### config.mk
export PLATFORM = sky130hd
export DESIGN_NAME = receptor_serial_paridade
export DESIGN_NICKNAME = d
export VERILOG_FILES = /design/src/rtl/paridade_pkg.sv /design/src/rtl/calc_paridade.sv /design/src/rtl/receptor_serial_paridade.sv
export SDC_FILE = /design/constraint.sdc
export NUM_CORES = 1
export LEC_CHECK = 0
export BUFFER_PORTS_ARGS = -buffer_cell sky130_fd_sc_hd__buf_2
export CAP_MARGIN = 10
export CORE_UTILIZATION = 45
export DETAILED_ROUTE_END_ITERATION = 8
export GPL_TIMING_DRIVEN = 0
export PLACE_DENSITY = 0.68
export SLEW_MARGIN = 20
export SYNTH_ARGS = -nofsm -noshare
export SYNTH_HDL_FRONTEND = slang
export SYNTH_SLANG_ARGS = --single-unit
export TNS_END_PERCENT = 100
### constraint.sdc
create_clock -name clk -period 3.7 [get_ports clk]
set_input_delay 0.37 -clock clk [delete_from_list [all_inputs] [get_ports clk]]
set_output_delay 0.37 -clock clk [all_outputs]
set_load 0.01 [all_outputs]
### src/rtl/paridade_pkg.sv
// paridade_pkg: shared types and constants for the 6-bit parity path
// Contents: receiver FSM state enum, data/word widths, frame bit order.
package paridade_pkg;
   typedef enum logic [1:0] {OCIOSO, DADOS, PARIDADE, PARADA} estado_t;
   localparam int LARG_DADOS = 5;
   localparam int LARG_PALAVRA = 6;
   localparam logic NIVEL_INICIO = 1'b0;
   localparam logic NIVEL_PARADA = 1'b1;
   localparam int POS_PARIDADE = LARG_DADOS;
   localparam logic [2:0] IDX_ULTIMO = 3'(LARG_DADOS - 1);
endpackage

### src/rtl/calc_paridade.sv
// calc_paridade: combinational even-parity check of a 5-bit data field
// Ports: dados (data bits), par (received parity bit), ok (par matches XOR of dados).
module calc_paridade
   import paridade_pkg::*;
(
   input  logic [LARG_DADOS-1:0] dados,
   input  logic                  par,
   output logic                  ok
);
   assign ok = (par == ^dados);
endmodule

### src/rtl/receptor_serial_paridade.sv
// receptor_serial_paridade: serial frame receiver with parity flag, one-entry output buffer and error counter
// Ports: clk, rst_n (sync active-low), bit_en (bit strobe), rx (serial line, idle 1),
//        palavra/paridade_ok/saida_valida/saida_pronta (valid/ready output),
//        erro_quadro (stop-bit error pulse), estouro (dropped-frame pulse),
//        cont_erros (saturating count of parity, frame and overflow errors).
module receptor_serial_paridade
   import paridade_pkg::*;
#(
   parameter int LARGURA_CONT = 8
) (
   input  logic                    clk,
   input  logic                    rst_n,
   input  logic                    bit_en,
   input  logic                    rx,
   output logic [LARG_PALAVRA-1:0] palavra,
   output logic                    paridade_ok,
   output logic                    saida_valida,
   input  logic                    saida_pronta,
   output logic                    erro_quadro,
   output logic                    estouro,
   output logic [LARGURA_CONT-1:0] cont_erros
);
   estado_t estado, estado_prox;
   logic [2:0] idx, idx_prox;
   logic [LARG_PALAVRA-1:0] quadro, quadro_prox;
   logic fim_bom, fim_erro, ok_novo, carrega, transborda, conta;
   calc_paridade u_calc (
      .dados(quadro[LARG_DADOS-1:0]),
      .par  (quadro[POS_PARIDADE]),
      .ok   (ok_novo)
   );
   always_ff @(posedge clk) begin
      if (!rst_n) begin
         estado <= OCIOSO;
         idx    <= '0;
         quadro <= '0;
      end else begin
         estado <= estado_prox;
         idx    <= idx_prox;
         quadro <= quadro_prox;
      end
   end
   always_comb begin
      estado_prox = estado;
      idx_prox    = idx;
      quadro_prox = quadro;
      fim_bom     = 1'b0;
      fim_erro    = 1'b0;
      if (bit_en) begin
         case (estado)
            OCIOSO: begin
               estado_prox = (rx == NIVEL_INICIO) ? DADOS : OCIOSO;
               idx_prox    = '0;
            end
            DADOS: begin
               quadro_prox[idx] = rx;
               estado_prox = (idx == IDX_ULTIMO) ? PARIDADE : DADOS;
               idx_prox    = (idx == IDX_ULTIMO) ? idx : idx + 3'd1;
            end
            PARIDADE: begin
               quadro_prox[POS_PARIDADE] = rx;
               estado_prox = PARADA;
            end
            default: begin
               estado_prox = OCIOSO;
               fim_bom     = (rx == NIVEL_PARADA);
               fim_erro    = (rx != NIVEL_PARADA);
            end
         endcase
      end
   end
   // A finished frame loads when the buffer is free or is being drained this same cycle.
   assign carrega    = fim_bom & (~saida_valida | saida_pronta);
   assign transborda = fim_bom & saida_valida & ~saida_pronta;
   assign conta      = (carrega & ~ok_novo) | fim_erro | transborda;
   always_ff @(posedge clk) begin
      if (!rst_n) begin
         palavra      <= '0;
         paridade_ok  <= 1'b0;
         saida_valida <= 1'b0;
         erro_quadro  <= 1'b0;
         estouro      <= 1'b0;
         cont_erros   <= '0;
      end else begin
         palavra      <= carrega ? quadro : palavra;
         paridade_ok  <= carrega ? ok_novo : paridade_ok;
         saida_valida <= carrega | (saida_valida & ~saida_pronta);
         erro_quadro  <= fim_erro;
         estouro      <= transborda;
         if (conta && cont_erros != '1) cont_erros <= cont_erros + LARGURA_CONT'(1);
      end
   end
endmodule

# After elaboration in Yosys (flattened, before gate mapping)
# Cells that the tools add are included.
# word_totals
rom_bits	0
ramBits	0
in_bits	5
n_memories	0
latch_bits	0
register_bits	29
output_inout_bits	18
# op_classes
eq_ne	6
n_mul	0
bitwise	13
add_sub_neg	2
n_reduce_logical	10
n_shift	0
order_cmp	2
n_div	0
mux	13
# ops
operator	n
8-bit by 1-bit adder with 8-bit output (second input constant)	1
8-bit inequality test (second input constant)	1
6-bit bitwise mux	1
1-bit two-way mux	6
2-bit case mux with 3 select lines	1
3-bit case mux with 2 select lines	1
1-bit bitwise AND	5
5-bit XOR reduction	1
3-bit by 4-bit < comparator with 1-bit output (second input constant)	1
1-bit inverter	4
1-bit bitwise OR	4
2-bit AND reduction	2
2-bit nonzero test	2
3-bit by 1-bit adder with 3-bit output (second input constant)	1
1-bit demux with 3-bit select	1
3-bit equality test (second input constant)	1
3-bit by 1-bit >= comparator with 1-bit output (second input constant)	1
3-bit two-way mux	1
3-bit AND reduction	1
3-bit OR reduction	1
2-bit by 1-bit equality test with 1-bit output (second input constant)	1
2-bit equality test (second input constant)	1
1-bit logical AND	2
2-bit logical NOT	1
4 further kinds	4

# Longest topological paths before layout
# logic_depth
depth_word	9
depth_mapped	8
depth_no_buf	7

# By module
# Synthesis repeated with hierarchy kept, for this count alone.
# unflattened
cells_unflattened	156
hier_area_um2	1482.7
# modules_own_cells
mod	area_per_inst_um2	instances	cells_per_inst
receptor_serial_paridade	1433.9	1	152
calc_paridade	48.8	1	4

# Worst setup path after synthesis
# Ideal clock, no wire load.
# synth_timing
kind	register to register
from	register estado[1]
to	register palavra[0]
t_arrival_ns	1.459
slack_ns	2.113
period_less_slack_ns	1.587
path_stages_with_launch	7
n_path_buf	1
required_ns	3.572
cell_sequence	dfxtp_1 > ha_1 > and2_0 > and3_1 > clkbuf_1 > mux2i_1 > nor2_1
# synth_between
elab_chain_cells	5
# synth_lines
element	line_no	text
from (decl)	receptor_serial_paridade.sv:23	estado_t estado, estado_prox;
from (signal assigned)	receptor_serial_paridade.sv:38	estado <= estado_prox;
2-bit equality test, or another cell as far along	receptor_serial_paridade.sv:50	case (estado)
3-bit OR reduction (no source line) (*)	n/a	
1-bit two-way mux (*)	receptor_serial_paridade.sv:50	
1-bit two-way mux (*)	receptor_serial_paridade.sv:49	if (bit_en) begin
1-bit bitwise AND (*)	receptor_serial_paridade.sv:73	assign carrega = fim_bom & (~saida_valida | saida_pronta);
to (signal assigned)	receptor_serial_paridade.sv:85	palavra <= carrega ? quadro : palavra;
to (decl)	receptor_serial_paridade.sv:15	output logic [LARG_PALAVRA-1:0] palavra,
# Every way passes the cells marked *; elsewhere a longest branch is shown, timed or not.
# A chain may end at the register's enable or synchronous reset.

# Final worst setup path
# layout_timing
from	register estado[1]
to	register palavra[1]
# Same word-level chain as after synthesis.

==> summary.txt <==
Run status
  – Outcome: completed

Setup path
  – Crit start category: register
  – Crit path capture type: register
  – CP Max Fanout: 6
  – Critical path arrival: 2.09 ns
  – Worst Path Class, Setup: reg2reg
  – Worst R2R Start: estado[1]
  – CP Data Required Time: 3.91 ns
  – Worst Setup SP: estado[1]

Synth
  – Yosys warns: 0
  – Largest family of logic cells by synthesized area: simple AND/OR/NAND/NOR gates
  – Most used DFF post-synth: dfxtp_1
  – Post-Synth XOR/XNOR Area: 4.65%
  – Post-synth EDFFs: 0
  – Synth Area in Adders: 6.13%
  – Cell area after synthesis: 1430 µm²
  – Synthesized netlist cell count: 161
  – Seq/Total Area, Yosys: 40.7%
  – Ys async rst share: 0%
  – Post-synthesis compound-gate area fraction: 15.1%
  – #FFs+latches synth: 29
  – Post-Syn Nets: 173
  – Mux share of post-synthesis cell area: 8.41%
  – Simple-gate area share of the yosys netlist: 20.9%
  – Post-Syn Area per Cell: 8.87 µm²
  – Netlist cell types: 38

Global routing
  – First-pass GRT wire length: 4860 µm
  – Initial antenna violation count: 0
  – Grt total ovfl: 0
  – Total global-route track usage: 18.9%
  – Largest net degree at the start of global routing: 11
  – Number of global-route vias before repair: 1112

Placement
  – HPWL Detailed: 2130 µm
  – Dpl ws: 1.83 ns
  – RD Place Congestion: 0.754
  – I/O Buffers: 21
  – Placed inst area: 1590 µm²

Detailed routing
  – Met1 wire length: 1360 µm
  – Metal2 WL: 1440 µm
  – First-pass DRT Iterations: 4
  – # DRC: 0
  – Vias per Instance: 5.29
  – Met3 Wirelength: 82 µm
  – Max layer used: met4
  – WL final: 2940 µm
  – WL/cell: 12.6 µm
  – Total number of vias: 1239
  – Initial drt markers: 34
  – Final ANT Viol Nets: 0

Clock network
  – CTS Hold Bufs: 0
  – Num CTS Buffers: 5
  – Clk buf depth: 2
  – Depth of the CTS H-tree: 2
  – Clock-pin slew on the worst setup and hold paths: 0.10 ns
  – Worst-Skew Late Latency: 0.33 ns
  – Root Buffer: clkbuf_4
  – TritonCTS Sinks: 29
  – Postcts setup bufs: 0
  – CTS resizes: 0
  – TritonCTS clock tree: yes

Final layout
  – Synth-to-Final Area Change: 17.2%
  – Final antenna diode count: 0
  – Final net count: 201
  – Filler instances: 273
  – Final core utilization: 55.2%
  – Design area: 1670 µm²
  – Share of cells above drive strength 1: 17.9%

Floorplan
  – CORE AREA: 3030 µm²
  – Die Y: 58.3 µm
  – Initial Util: 47.1%
  – # IOs: 23
  – Die Area: 3400 µm²
  – Chip width: 58.3 µm
  – Row cnt: 20

Timing
  – Unrepaired setup endpoints after global routing: false
  – Layout Skew: 0.00859 ns
  – Worst-margin pin slew: 0.474 ns
  – Fmax: 533 MHz
  – Final Hold Vio Count: 0
  – TNS Setup: 0 ns
  – Post-route setup slack: 1.83 ns
  – Fin crit period: 1.87 ns
  – Crit share post-route: 50.7%
  – Rel. slew slack: 68.4%
  – Final setup violation count: 0
  – Pins Over Slew Limit: 0

Hold path
  – Hold path startpoint: saida_pronta
  – Hold Crit Class: in2reg

Power
  – P_leak: 0.700 nW
  – Cell Pwr Density: 376 nW/µm²
  – Worst-case vdd ir drop: 0.185 mV
  – Total power: 629 µW

Run
  – Max-Cap Viols: 0
## placed cells by master (no fill, tap or decap), drive strengths merged
master,netlist,layout
dfxtp,29,29
o41ai,1,1
nand2b,3,3
nand3,8,8
inv,7,7
nor2b,1,1
mux2i,12,12
o311ai,2,2
nand2,15,15
o31ai,1,1
a2111oi,2,2
xnor2,3,3
clkinv,1,1
xor2,1,1
or3,1,1
nor3,4,4
nor2,22,22
or2,1,1
bufinv,0,1
clkbuf,8,15
o211ai,3,3
and2,1,1
nand4,3,3
a31oi,2,2
a211oi,1,1
o2111a,1,1
a311oi,2,2
xnor3,1,1
o21bai,1,1
o21ai,4,4
a41o,1,1
nand4b,1,1
ha,7,7
and3,3,3
nor4,1,1
a21oi,7,7
buf,0,21
## power by group
group	leakage [nW]	internal (mW)	switching (mW)	total, mW
logic	0.420	0.0116	0.0221	0.0336
registers	0.234	0.314	0.00289	0.317
clock network	0.0455	0.161	0.117	0.278
## path summary, 6_finish.rpt
path / end / slack [ns] / cells after the start
hold / removal: estouro / 0.40 / 3
setup reg to reg: palavra[1] / 1.83 / 6
hold reg to reg: palavra[5] / 0.46 / 2
setup / recovery: palavra[1] / 1.83 / 6
## per-layer routing
layer / vias to the layer above / global-route usage (%)
li1: 630 / -
met1: 573 / 23.1
met2: 28 / 31.5
met3: 8 / 3.96
met4: 0 / 9.18
met5: - / 0
## worst max-delay path: stages (launching register included)
cell and delay [ns]:
dfxtp_1 0.42, ha_1 0.19, and2_0 0.33, and3_1 0.20
clkbuf_1 0.33, mux2i_1 0.24, nor2_1 0.05
## cell families after synthesis
family,count (synthesis)
xor+xnor,5
simple gates,64
mux,12
compound gates,28
fa+ha+maj,7
buf+inv,16
flops,29
## registers in the layout, indices dropped and copies added (netlist names)
register      cells
cont_erros        8
erro_quadro       1
estado            2
estouro           1
idx               3
palavra           6
paridade_ok       1
quadro            6
saida_valida      1
## synth_stat cells, types with 3 or more instances
master    instances  area share (%)
ha_1              7             6.1
inv_1             7             1.8
clkbuf_1          8             2.1
mux2i_1          12             8.4
a21oi_1           7             2.5
dfxtp_1          29              41
nand2b_1          3             1.3
nor3_1            4             1.4
nand2_1          15             3.9
nand4_1           3             1.3
nand3_1           8             2.8
nor2_1           22             5.8
and3_1            3             1.3
o21ai_0           4             1.4
## layout make-up
class / count / area, µm² / share of cell area, %
clock buffers: 7 / 55.1 / 3.29
well taps: 44 / 55.1 / 3.29
multi-input cells: 116 / 787 / 47.0
clock inverters: 1 / 30.0 / 1.80
inverters: 8 / 30.0 / 1.80
plain buffers: 8 / 30.0 / 1.80
flip-flops and latches: 29 / 581 / 34.7
repair buffers: 21 / 105 / 6.28
## metrics by stage
stage	instances	hold slack, ns
final	234	0.396
after global routing	234	0.414
after CTS	234	0.401
after detailed placement	226	0.454
after global placement	226	0.447
after floorplan	161	0.477
Note: power is estimated with default switching activity, not from simulation.
